File: config.mk
export PLATFORM = sky130hd
export DESIGN_NAME = mem_stage_flat
export DESIGN_NICKNAME = d
export VERILOG_FILES = /design/src/rtl/mem_stage_pkg.sv /design/src/rtl/mem_stage_if.sv /design/src/rtl/mem_align.sv /design/src/rtl/mem_stage.sv /design/src/flat_wrapper.sv
export SDC_FILE = /design/constraint.sdc
export NUM_CORES = 1
export LEC_CHECK = 0
export ABC_CLOCK_PERIOD_IN_PS = 2350
export CAP_MARGIN = 20
export CORE_MARGIN = 3
export CORE_UTILIZATION = 43
export DETAILED_ROUTE_END_ITERATION = 12
export PLACE_DENSITY = 0.82
export SLEW_MARGIN = 15
export SYNTH_ARGS = -nofsm -noshare
export SYNTH_HDL_FRONTEND = slang
export SYNTH_SLANG_ARGS = --single-unit
File: constraint.sdc
create_clock -name clk_i -period 2.35 [get_ports clk_i]
set_input_delay 0.3525 -clock clk_i [delete_from_list [all_inputs] [get_ports clk_i]]
set_output_delay 0.3525 -clock clk_i [all_outputs]
set_load 0.02 [all_outputs]
File: src/rtl/mem_stage_pkg.sv
// Shared definitions for the memory-access pipeline stage: bundle widths, the one-hot
// Mem_mode codes, the FSM state encoding, the execute-stage bundle layout and a
// misalignment helper.
package mem_stage_pkg;

  localparam int unsigned EX_DATA  = 80;
  localparam int unsigned MEM_DATA = 74;

  localparam logic [2:0] ModeByte = 3'b001;
  localparam logic [2:0] ModeHalf = 3'b010;
  localparam logic [2:0] ModeWord = 3'b100;

  typedef enum logic [1:0] {
    StIdle,
    StReq,
    StWait,
    StDone
  } ms_state_e;

  // Field order matches the execute-stage packing, MSB first.
  typedef struct packed {
    logic        mem_write;
    logic        mem_read;
    logic        reg_write;
    logic [3:0]  mem_to_reg;
    logic [2:0]  mem_mode;
    logic        mem_read_us;
    logic [31:0] rdata2;
    logic [4:0]  rd;
    logic [31:0] result;
  } ex_bundle_t;

  // Only memory operations can be misaligned; ALU results are free-form.
  function automatic logic is_misaligned(input ex_bundle_t b);
    logic half_bad;
    logic word_bad;
    half_bad = (b.mem_mode == ModeHalf) && b.result[0];
    word_bad = (b.mem_mode == ModeWord) && (b.result[1:0] != 2'b00);
    return (b.mem_read || b.mem_write) && (half_bad || word_bad);
  endfunction

endpackage

File: src/rtl/mem_stage_if.sv
// Data-memory valid/ready bus between the memory stage (master) and the memory (slave).
//   data_req/data_wr/data_wstrb/data_addr/data_wdata : request, driven by the master
//   data_addr_ok : request accepted; data_data_ok/data_rdata : response
interface mem_stage_if;
  logic        data_req;
  logic        data_wr;
  logic [3:0]  data_wstrb;
  logic [31:0] data_addr;
  logic [31:0] data_wdata;
  logic        data_addr_ok;
  logic        data_data_ok;
  logic [31:0] data_rdata;

  modport master (
    output data_req, data_wr, data_wstrb, data_addr, data_wdata,
    input  data_addr_ok, data_data_ok, data_rdata
  );

  modport slave (
    input  data_req, data_wr, data_wstrb, data_addr, data_wdata,
    output data_addr_ok, data_data_ok, data_rdata
  );
endinterface

File: src/rtl/mem_align.sv
// Combinational lane logic for the memory stage.
//   Store side: byte-enable generation and data replication into the addressed lanes.
//   Load side : lane selection from the read word and sign/zero extension.
// Ports: mode_i (one-hot size), read_us_i (1 = zero extend), addr_i (byte offset),
//   wr_i/load_i (qualify strobes / load data), store_data_i, rdata_i,
//   wstrb_o, wdata_o, load_data_o.
module mem_align
  import mem_stage_pkg::*;
(
  input  logic [2:0]  mode_i,
  input  logic        read_us_i,
  input  logic [1:0]  addr_i,
  input  logic        wr_i,
  input  logic        load_i,
  input  logic [31:0] store_data_i,
  input  logic [31:0] rdata_i,
  output logic [3:0]  wstrb_o,
  output logic [31:0] wdata_o,
  output logic [31:0] load_data_o
);

  logic [7:0]  byte_lane;
  logic [15:0] half_lane;

  always_comb begin
    wstrb_o     = 4'b0000;
    wdata_o     = store_data_i;
    load_data_o = 32'h0;
    byte_lane   = rdata_i[{addr_i, 3'b000} +: 8];
    half_lane   = addr_i[1] ? rdata_i[31:16] : rdata_i[15:0];
    unique case (mode_i)
      ModeByte: begin
        wstrb_o     = 4'b0001 << addr_i;
        wdata_o     = {4{store_data_i[7:0]}};
        load_data_o = read_us_i ? {24'h0, byte_lane} : {{24{byte_lane[7]}}, byte_lane};
      end
      ModeHalf: begin
        wstrb_o     = 4'b0011 << addr_i;
        wdata_o     = {2{store_data_i[15:0]}};
        load_data_o = read_us_i ? {16'h0, half_lane} : {{16{half_lane[15]}}, half_lane};
      end
      ModeWord: begin
        wstrb_o     = 4'b1111;
        load_data_o = rdata_i;
      end
      default: ;
    endcase
    if (!wr_i) wstrb_o = 4'b0000;
    if (!load_i) load_data_o = 32'h0;
  end

endmodule

File: src/rtl/mem_stage.sv
// Memory-access pipeline stage. Registers the execute bundle, runs one load/store at a
// time over the dmem handshake, aligns load data and presents the write-back bundle.
// Ports: clk_i, rst_ni (async active-low); es_valid/ex_data/ms_allowin (upstream);
//   ws_allowin/ms_to_ws_valid/ms_data (downstream); dmem (memory bus master);
//   ms_rd/ms_fd_data/ms_fd_valid (forwarding to decode); ms_misalign (one-cycle pulse).
module mem_stage
  import mem_stage_pkg::*;
(
  input  logic                clk_i,
  input  logic                rst_ni,
  input  logic                es_valid,
  input  logic [EX_DATA-1:0]  ex_data,
  output logic                ms_allowin,
  input  logic                ws_allowin,
  output logic                ms_to_ws_valid,
  output logic [MEM_DATA-1:0] ms_data,
  output logic [4:0]          ms_rd,
  output logic [31:0]         ms_fd_data,
  output logic                ms_fd_valid,
  output logic                ms_misalign,
  mem_stage_if.master         dmem
);

  ms_state_e   state_q, state_d;
  logic        ms_valid_q, ms_valid_d;
  ex_bundle_t  ex_q, ex_d;
  logic [31:0] rdata_q, rdata_d;
  logic        misalign_q, misalign_d;

  ex_bundle_t  ex_in;
  logic        ms_ready_go;
  logic        latch;
  logic        in_mem_op;
  logic        cur_misalign;
  logic        reg_write_eff;
  logic [31:0] load_data;

  assign ex_in        = ex_bundle_t'(ex_data);
  assign ms_ready_go  = (state_q == StIdle) || (state_q == StDone);
  assign ms_allowin   = !ms_valid_q || (ms_ready_go && ws_allowin);
  assign latch        = es_valid && ms_allowin;
  // Misaligned accesses never reach the bus, so they are treated like ALU ops here.
  assign in_mem_op    = (ex_in.mem_read || ex_in.mem_write) && !is_misaligned(ex_in);
  assign cur_misalign = is_misaligned(ex_q);

  always_comb begin
    state_d    = state_q;
    ms_valid_d = ms_valid_q;
    ex_d       = ex_q;
    rdata_d    = rdata_q;
    misalign_d = latch && is_misaligned(ex_in);
    if (ms_allowin) ms_valid_d = es_valid;
    if (latch) ex_d = ex_in;
    unique case (state_q)
      StIdle: if (latch && in_mem_op) state_d = StReq;
      StReq: begin
        if (dmem.data_addr_ok) begin
          state_d = dmem.data_data_ok ? StDone : StWait;
          if (dmem.data_data_ok) rdata_d = dmem.data_rdata;
        end
      end
      StWait: begin
        if (dmem.data_data_ok) begin
          state_d = StDone;
          rdata_d = dmem.data_rdata;
        end
      end
      StDone: if (ms_allowin) state_d = (latch && in_mem_op) ? StReq : StIdle;
      default: state_d = StIdle;
    endcase
  end

  always_ff @(posedge clk_i or negedge rst_ni) begin
    if (!rst_ni) begin
      state_q    <= StIdle;
      ms_valid_q <= 1'b0;
      ex_q       <= '0;
      rdata_q    <= 32'h0;
      misalign_q <= 1'b0;
    end else begin
      state_q    <= state_d;
      ms_valid_q <= ms_valid_d;
      ex_q       <= ex_d;
      rdata_q    <= rdata_d;
      misalign_q <= misalign_d;
    end
  end

  mem_align u_align (
    .mode_i      (ex_q.mem_mode),
    .read_us_i   (ex_q.mem_read_us),
    .addr_i      (ex_q.result[1:0]),
    .wr_i        (ex_q.mem_write),
    .load_i      (ex_q.mem_read && !cur_misalign),
    .store_data_i(ex_q.rdata2),
    .rdata_i     (rdata_q),
    .wstrb_o     (dmem.data_wstrb),
    .wdata_o     (dmem.data_wdata),
    .load_data_o (load_data)
  );

  assign dmem.data_req  = (state_q == StReq);
  assign dmem.data_wr   = ex_q.mem_write;
  assign dmem.data_addr = ex_q.result;

  assign reg_write_eff  = ex_q.reg_write && !cur_misalign;
  assign ms_to_ws_valid = ms_valid_q && ms_ready_go;
  assign ms_data        = {reg_write_eff, ex_q.mem_to_reg, ex_q.rd, ex_q.result, load_data};
  assign ms_fd_valid    = ms_valid_q && reg_write_eff && (!ex_q.mem_read || state_q == StDone);
  assign ms_rd          = (ms_valid_q && reg_write_eff) ? ex_q.rd : 5'd0;
  assign ms_fd_data     = (ex_q.mem_read && state_q == StDone) ? load_data : ex_q.result;
  assign ms_misalign    = misalign_q;

endmodule
File: src/flat_wrapper.sv
// flat-port wrapper written by rule: the top's interface ports become plain ports
module mem_stage_flat import mem_stage_pkg::*;
  (clk_i, rst_ni, es_valid, ex_data, ms_allowin, ws_allowin, ms_to_ws_valid, ms_data, ms_rd, ms_fd_data, ms_fd_valid, ms_misalign, dmem_data_req, dmem_data_wr, dmem_data_wstrb, dmem_data_addr, dmem_data_wdata, dmem_data_addr_ok, dmem_data_data_ok, dmem_data_rdata);
  mem_stage_if dmem_i ();
  input  logic clk_i;
  input  logic rst_ni;
  input  logic es_valid;
  input  logic [EX_DATA-1:0] ex_data;
  output logic ms_allowin;
  input  logic ws_allowin;
  output logic ms_to_ws_valid;
  output logic [MEM_DATA-1:0] ms_data;
  output logic [4:0] ms_rd;
  output logic [31:0] ms_fd_data;
  output logic ms_fd_valid;
  output logic ms_misalign;
  output wire logic [$bits(dmem_i.data_req)-1:0] dmem_data_req;
  output wire logic [$bits(dmem_i.data_wr)-1:0] dmem_data_wr;
  output wire logic [$bits(dmem_i.data_wstrb)-1:0] dmem_data_wstrb;
  output wire logic [$bits(dmem_i.data_addr)-1:0] dmem_data_addr;
  output wire logic [$bits(dmem_i.data_wdata)-1:0] dmem_data_wdata;
  input wire logic [$bits(dmem_i.data_addr_ok)-1:0] dmem_data_addr_ok;
  input wire logic [$bits(dmem_i.data_data_ok)-1:0] dmem_data_data_ok;
  input wire logic [$bits(dmem_i.data_rdata)-1:0] dmem_data_rdata;
  assign dmem_data_req = dmem_i.data_req;
  assign dmem_data_wr = dmem_i.data_wr;
  assign dmem_data_wstrb = dmem_i.data_wstrb;
  assign dmem_data_addr = dmem_i.data_addr;
  assign dmem_data_wdata = dmem_i.data_wdata;
  assign dmem_i.data_addr_ok = dmem_data_addr_ok;
  assign dmem_i.data_data_ok = dmem_data_data_ok;
  assign dmem_i.data_rdata = dmem_data_rdata;
  mem_stage u_core (.clk_i(clk_i), .rst_ni(rst_ni), .es_valid(es_valid), .ex_data(ex_data), .ms_allowin(ms_allowin), .ws_allowin(ws_allowin), .ms_to_ws_valid(ms_to_ws_valid), .ms_data(ms_data), .ms_rd(ms_rd), .ms_fd_data(ms_fd_data), .ms_fd_valid(ms_fd_valid), .ms_misalign(ms_misalign), .dmem(dmem_i));
endmodule
# Word level (Yosys, flattened, before mapping)

Cells that the tools add are included.

Flip-flop bits (word level): 116
Output and inout port bits: 185
Input bits: 118

Reductions and logical operators: 34
Shift-type cells: 3
Equal/unequal tests: 12
Muxes and demuxes: 20

Operator list:

| cell                                                 | count |
|---|---|
| 2-to-1 mux 32 bit                                    | 6 |
| case mux 32 bit (2 select lines)                     | 2 |
| case mux 32 bit (3 select lines)                     | 1 |
| variable part select 32 x 6 -> 8 bit                 | 1 |
| logical AND 1 bit                                    | 17 |
| 2-to-1 mux 16 bit                                    | 1 |
| case mux 4 bit (3 select lines)                      | 1 |
| 2-to-1 mux 2 bit                                     | 4 |
| case mux 2 bit (4 select lines)                      | 1 |
| logical OR 1 bit                                     | 7 |
| equality test 3 x 2 -> 1 bit (second input constant) | 2 |
| equality test 3 bit (second input constant)          | 2 |
| nonzero test 2 bit                                   | 3 |
| 2-to-1 mux 5 bit                                     | 1 |
| equality test 2 bit (second input constant)          | 2 |
| logical NOT 1 bit                                    | 4 |
| 2-to-1 mux 4 bit                                     | 1 |
| != test 2 x 1 -> 1 bit (second input constant)       | 2 |
| != test 2 bit (second input constant)                | 2 |
| AND reduction 4 bit                                  | 1 |
| left shift 1 x 2 -> 4 bit (first input constant)     | 1 |
| left shift 2 x 2 -> 4 bit (first input constant)     | 1 |
| equality test 3 x 1 -> 1 bit (second input constant) | 1 |
| equality test 2 x 1 -> 1 bit (second input constant) | 1 |
| other kinds (3)                                      | 4 |

# Logic depth before layout (Yosys ltp)

Depth in word-level cells: 10
Gate-level depth with buffers: 8
Gate-level depth less buffers: 6

# Hierarchy

A second synthesis with hierarchy kept.

Cells, all modules: 624
Area total of the unflattened synthesis: 6985.4 um^2

By module, submodules not included:

| module    | times used | cells each | area each (um^2) |
|---|---|---|---|
| mem_stage | 1          | 392        | 5517.8 |
| mem_align | 1          | 232        | 1467.7 |

# Worst setup path before layout

No wires, ideal clock.

Path kind: flip-flop to flip-flop
Start: register u_core.state_q[0]
End: register u_core.ex_q (netlist bit u_core.dmem.data_wr)
Buffers on the path: 2
Data required time: 2.225 ns
Arrival: 1.989 ns
Setup time: 0.125 ns
Period minus slack after synthesis: 2.114 ns
Stages on the path, launching flop included: 9
Slack: 0.236 ns
Path through: dfrtp_1 -> inv_1 -> ha_1 -> nor2b_1 -> nand2b_1 -> and2_1 -> buf_2 -> buf_2 -> mux2_2

Longest elaborated chain between the ends: 5
Elaborated cells on any way between the ends: 6

RTL lines:

| item                                                     | RTL line          | source |
|---|---|---|
| from (decl)                                              | mem_stage.sv:24   | `ms_state_e state_q, state_d;` |
| from (signal assigned)                                   | mem_stage.sv:75   | `state_q <= StIdle;` |
| from (signal assigned)                                   | mem_stage.sv:81   | `state_q <= state_d;` |
| equality test 2 bit or logical NOT 2 bit (tied branches) | mem_stage.sv:39   | `assign ms_ready_go = (state_q == StIdle) \|\| (state_q == StDone);` |
| logical OR 1 bit *                                       | mem_stage.sv:39   |  |
| logical AND 1 bit *                                      | mem_stage.sv:40   | `assign ms_allowin = !ms_valid_q \|\| (ms_ready_go && ws_allowin);` |
| logical OR 1 bit *                                       | mem_stage.sv:40   |  |
| named net ms_allowin                                     | flat_wrapper.sv:9 | `output logic ms_allowin;` |
| logical AND 1 bit *                                      | mem_stage.sv:41   | `assign latch = es_valid && ms_allowin;` |
| to (signal assigned)                                     | mem_stage.sv:77   | `ex_q <= '0;` |
| to (signal assigned)                                     | mem_stage.sv:83   | `ex_q <= ex_d;` |
| to (decl)                                                | mem_stage.sv:26   | `ex_bundle_t ex_q, ex_d;` |

Mark *: on every way through the listed nets, which the timed path passes. The rest lies on a longest branch.
A chain may end at the register's enable or synchronous reset.

# Worst setup path after layout

Start: register u_core.ex_q (netlist bit u_core.dmem.data_addr[1])
End: output port ms_fd_data[3]

Longest elaborated chain between the ends: 8
Elaborated cells on any way between the ends: 13

RTL lines:

| item                                                                         | RTL line           | source |
|---|---|---|
| branches (longest 6 deep; another with variable part select 32 x 6 -> 8 bit) | --                 |  |
| 2-to-1 mux 32 bit *                                                          | mem_align.sv:49    | `if (!load_i) load_data_o = 32'h0;` |
| 2-to-1 mux 32 bit *                                                          | mem_stage.sv:111   | `assign ms_fd_data = (ex_q.mem_read && state_q == StDone) ? load_data : ex_q.result;` |
| to (decl)                                                                    | flat_wrapper.sv:14 | `output logic [31:0] ms_fd_data;` |

Every way passes the cells marked *.

==> PnR_summary.wiki <==
{| class="wikitable"
! Metric !! Value
|-
| Synth Net Count || between 700 and 800
|-
| Crit path cell chain || buf_4 -> clkbuf_16 -> mux2_4 -> a222oi_1 -> buf_4 -> o21ai_4 -> buf_6
|-
| Static power due to leakage || 4.92 nW
|-
| Sw frac || between 40% and 50%
|-
| Sequential share of power || 20.5%
|-
| Antenna diode instance count || 0
|-
| Register clock-pin slew on the reported worst setup and hold paths || around 0.06 ns
|-
| Full die area || between 0.015 and 0.02 mm²
|-
| Count of placed standard cells in the final layout, fillers left out || between 1,000 and 1,500
|-
| Instance count of the mapped netlist || between 600 and 700
|-
| Top-area cell type share of the netlist area || 42.4%
|-
| Iter 0 DRT Violations || between 300 and 400
|-
| Unrepaired setup endpoints after global routing || true
|-
| Measured slew at the worst slew-check pin || approximately 0.47 ns
|-
| Maximum buffer depth of the clock tree || 2
|-
| Achievable clock frequency || approximately 380 MHz
|-
| Tightest Hold Check Type || input port to asynchronous set/reset pin
|-
| Count of antenna-violating nets left after detailed routing || 0
|-
| Initial Util || between 40% and 50%
|-
| Post-synthesis average cell area || between 10 and 15 µm²
|-
| Register area || just under 0.003 mm²
|-
| Latest clock arrival within the worst-skew pair || 0.42 ns
|-
| Yosys cell types || 46
|-
| Maximum fanout along the worst path || 8
|-
| CTS buffer count || 17
|-
| Crit path arrival time || approximately 2.3 ns
|-
| Warnings, synthesis || 0
|-
| Worst Path Class, Setup || flop to primary output
|-
| Cell type with the largest total area after synthesis || dfrtp_1
|-
| Final critical-path share of the clock period || 113%
|-
| PnR worst setup slack || -0.305 ns
|-
| TritonRoute pass-1 iters || 5
|-
| Max stage delay cell, worst path || dfrtp_2
|-
| Average wire per cell in the routed design || roughly 22 µm
|-
| Routed vias || 6,117
|-
| Share of total power in the clock network || 12.9%
|-
| Clock sink total || approximately 120
|-
| Number of max-cap violations || 0
|-
| Internal power || 0.0117 W
|-
| Seq/Total Area, Yosys || 42.4%
|-
| Area post-placement || 0.00981 mm²
|-
| Core Box Area || around 0.015 mm²
|-
| Largest stage delay on the critical path || around 0.43 ns
|-
| Top cell family by delay on the critical path || buffers and inverters
|-
| Worst slew margin relative to its limit || between 60% and 70%
|-
| Element type at the critical path start || flop
|-
| Clock tree from TritonCTS || yes
|-
| Die boundary height || 132 µm
|-
| Maximum number of pins on one net before global-route repair || 50
|-
| Total area of multi-input combinational cells || approximately 0.0037 mm²
|-
| Cell count of the worst reg-to-reg path || 7
|-
| Final Skew || ~0.011 ns
|-
| Overall die width || between 100 and 150 µm
|-
| Cell at the root of the clock tree || clkbuf_16
|-
| Post-DP HPWL || about 16,000 µm
|-
| I/O Buffers || between 300 and 400
|-
| Number of placement rows || 45
|-
| Via count of the first global-routing pass || approximately 6,100
|-
| Worst IR Drop VDD || approximately 1.0 mV
|-
| Fin Hold WS || ~0.38 ns
|-
| Non-Filler Cell Area, Final || approximately 0.012 mm²
|-
| CP required || roughly 2 ns
|-
| Endpoint kind of the worst setup timing path || primary output
|-
| Result of the run || complete, but fails checks
|-
| Total congestion overflow || 0
|-
| Failing checks || negative setup slack
|-
| Count of unresolved DRC violations after routing || 0
|-
| Max-slew violations || 0
|-
| Fin crit period || 2.66 ns
|-
| Most common cell type on the critical path || buf_4
|-
| Number of endpoints with negative hold slack in the final report || 0
|-
| Post-DR vias/cell || between 5 and 6
|-
| Leading cell type in the layout, fill and taps excluded || clkdlybuf4s50_1
|-
| Final weighted congestion in routability-driven placement || 0.842
|-
| Post-synthesis instance area || a little under 0.007 mm²
|-
| Critical register-to-register path startpoint || u_core.state_q[0]$_DFFE_PN0P_
|-
| Main flop type after synthesis || dfrtp_1
|-
| Post-Route WL || about 25,000 µm
|-
| Highest-count cells in the layout ignoring fill and taps || clkdlybuf4s50_1, mux2_2, dfrtp_1, buf_6, nand2_1
|-
| Final core area utilization || around three quarters
|-
| CP Buf/Inv Count || 4
|-
| Switching pwr || between 0.008 and 0.009 W
|-
| Final setup viols || 84
|-
| PnR Total Power || between 0.02 and 0.025 W
|-
| Logic pwr share || between 60% and 70%
|-
| Post-synth EDFFs || 0
|-
| Area contributors post-synth || dfrtp_1, mux2_2, buf_4
|-
| Setup slack of the worst register-to-register path || roughly 0.16 ns
|-
| Capture point of the worst reg-to-reg path || u_core.state_q[1]$_DFFE_PN0P_
|-
| Number of synthesized register bits || between 100 and 150
|-
| Global-route wire length before repair || around 35,000 µm
|-
| Top Ports || about 300
|-
| Post-synthesis to final-layout area growth || 70.1%
|-
| H-tree depth reported by CTS || 4
|-
| Overall global routing resource usage || between 20 and 30%
|-
| Number of antenna violations at the first check in global routing || 0
|-
| Share of async-settable or async-resettable flops after synthesis || 100%
|-
| Layout Nets || 1,038
|-
| Count of placed standard cells including taps || 1,068
|-
| Fill cells || 956
|-
| Share of layout cells above drive strength 1 || between 40% and 50%
|-
| Power density relative to cell area || roughly 1800 mW/mm²
|}
## cells by family (layout without fill, tap and decap cells)
kind of cell | count (synthesis) | in the layout | share of synthesized area [%]
compound gates | 90 | 90 | 9.78
xor+xnor | 2 | 2 | 0.256
fa+ha+maj | 4 | 4 | 0.732
buf+inv | 129 | 432 | 12.8
flops | 116 | 116 | 42.4
mux | 147 | 147 | 24.4
simple gates | 138 | 138 | 9.60
## timing repair
action	4_1_cts	5_1_grt
setup buffers	14	17
hold endpoints to repair	19	0
setup endpoints to repair	101	98
pin swaps	11	35
cloned	2	10
hold buffers	1	0
gates resized for setup	528	191
## Yosys cell counts, types with 2 or more instances
cell      number
nor2b_1        4
a21oi_1       18
nor4b_1        2
a22oi_1       24
buf_6          5
mux2_2       140
o21ai_1       14
nand2_1       71
mux2_1         6
a221oi_2       8
nor2_1        23
dfrtp_1      116
buf_2         25
o21a_1         3
buf_4         86
a222oi_1       7
inv_1          5
nand2b_1       5
and2_1        17
ha_1           4
nor3b_1        2
o21ai_0        5
clkbuf_2       2
a211o_1        2
and3_1         6
clkbuf_1       6
## per-stage QoR
stage / TNS, ns / worst slack [ns]
global route: -21.65 / -0.364
finish: -14.06 / -0.305
CTS: -11.02 / -0.291
global placement: -7.05 / -0.200
detailed placement: -10.52 / -0.276
floorplan: 0 / 0.236
## how the worst max path moves through the flow
stage	from	to	slack, ns	depth (start not counted)
after floorplan	u_core.state_q[0]$_DFFE_PN0P_	u_core.dmem.data_wr$_DFFE_PN0P_	0.24	8
after global placement	u_core.ex_q[71]$_DFFE_PN0P_	ms_fd_data[6]	-0.20	6
after detailed placement	u_core.ex_q[71]$_DFFE_PN0P_	ms_fd_data[6]	-0.28	6
after CTS	u_core.dmem.data_addr[1]$_DFFE_PN0P_	ms_fd_data[12]	-0.29	6
after global routing	u_core.ex_q[72]$_DFFE_PN0P_	ms_fd_data[28]	-0.36	6
final	u_core.dmem.data_addr[1]$_DFFE_PN0P_	ms_fd_data[3]	-0.31	7
## cell type report
type	count	share of cell area, %
tap	211	2.27
clock inverter	13	1.28
sequential	116	25.0
inverter	5	0.161
timing repair buffer	395	35.3
multi-input combinational	381	32.0
clock buffer	19	3.89
## sequential cells by signal, indices dropped and copies added (netlist names)
| name | cells |
|---|---|
| u_core.ex_q | 38 |
| u_core.dmem.data_addr | 32 |
| u_core.rdata_q | 32 |
| u_core.ms_data | 9 |
| u_core.state_q | 2 |
| u_core.dmem.data_wr | 1 |
| u_core.ms_misalign | 1 |
| u_core.ms_valid_q | 1 |
## power groups by stage
stage	clock, W	sequential [W]	combinational [W]
after detailed placement	0	0.00407	0.0112
after floorplan	0	0.00367	0.00732
after CTS	0.00268	0.00412	0.0117
final	0.00263	0.00419	0.0136
after global placement	0	0.00401	0.0111
after global routing	0.00277	0.00433	0.0143
## routing by layer
layer	global-route usage, %	wire length, µm	vias to the layer above	part of all wire (%)
met5	0	0	-	0
met4	6.83	614	0	2.4
met2	43.1	12900	316	51
met3	8.36	2090	41	8.3
met1	30.6	9560	3043	38
li1	-	-	2717	-
Power figures use the tool's default switching activity.
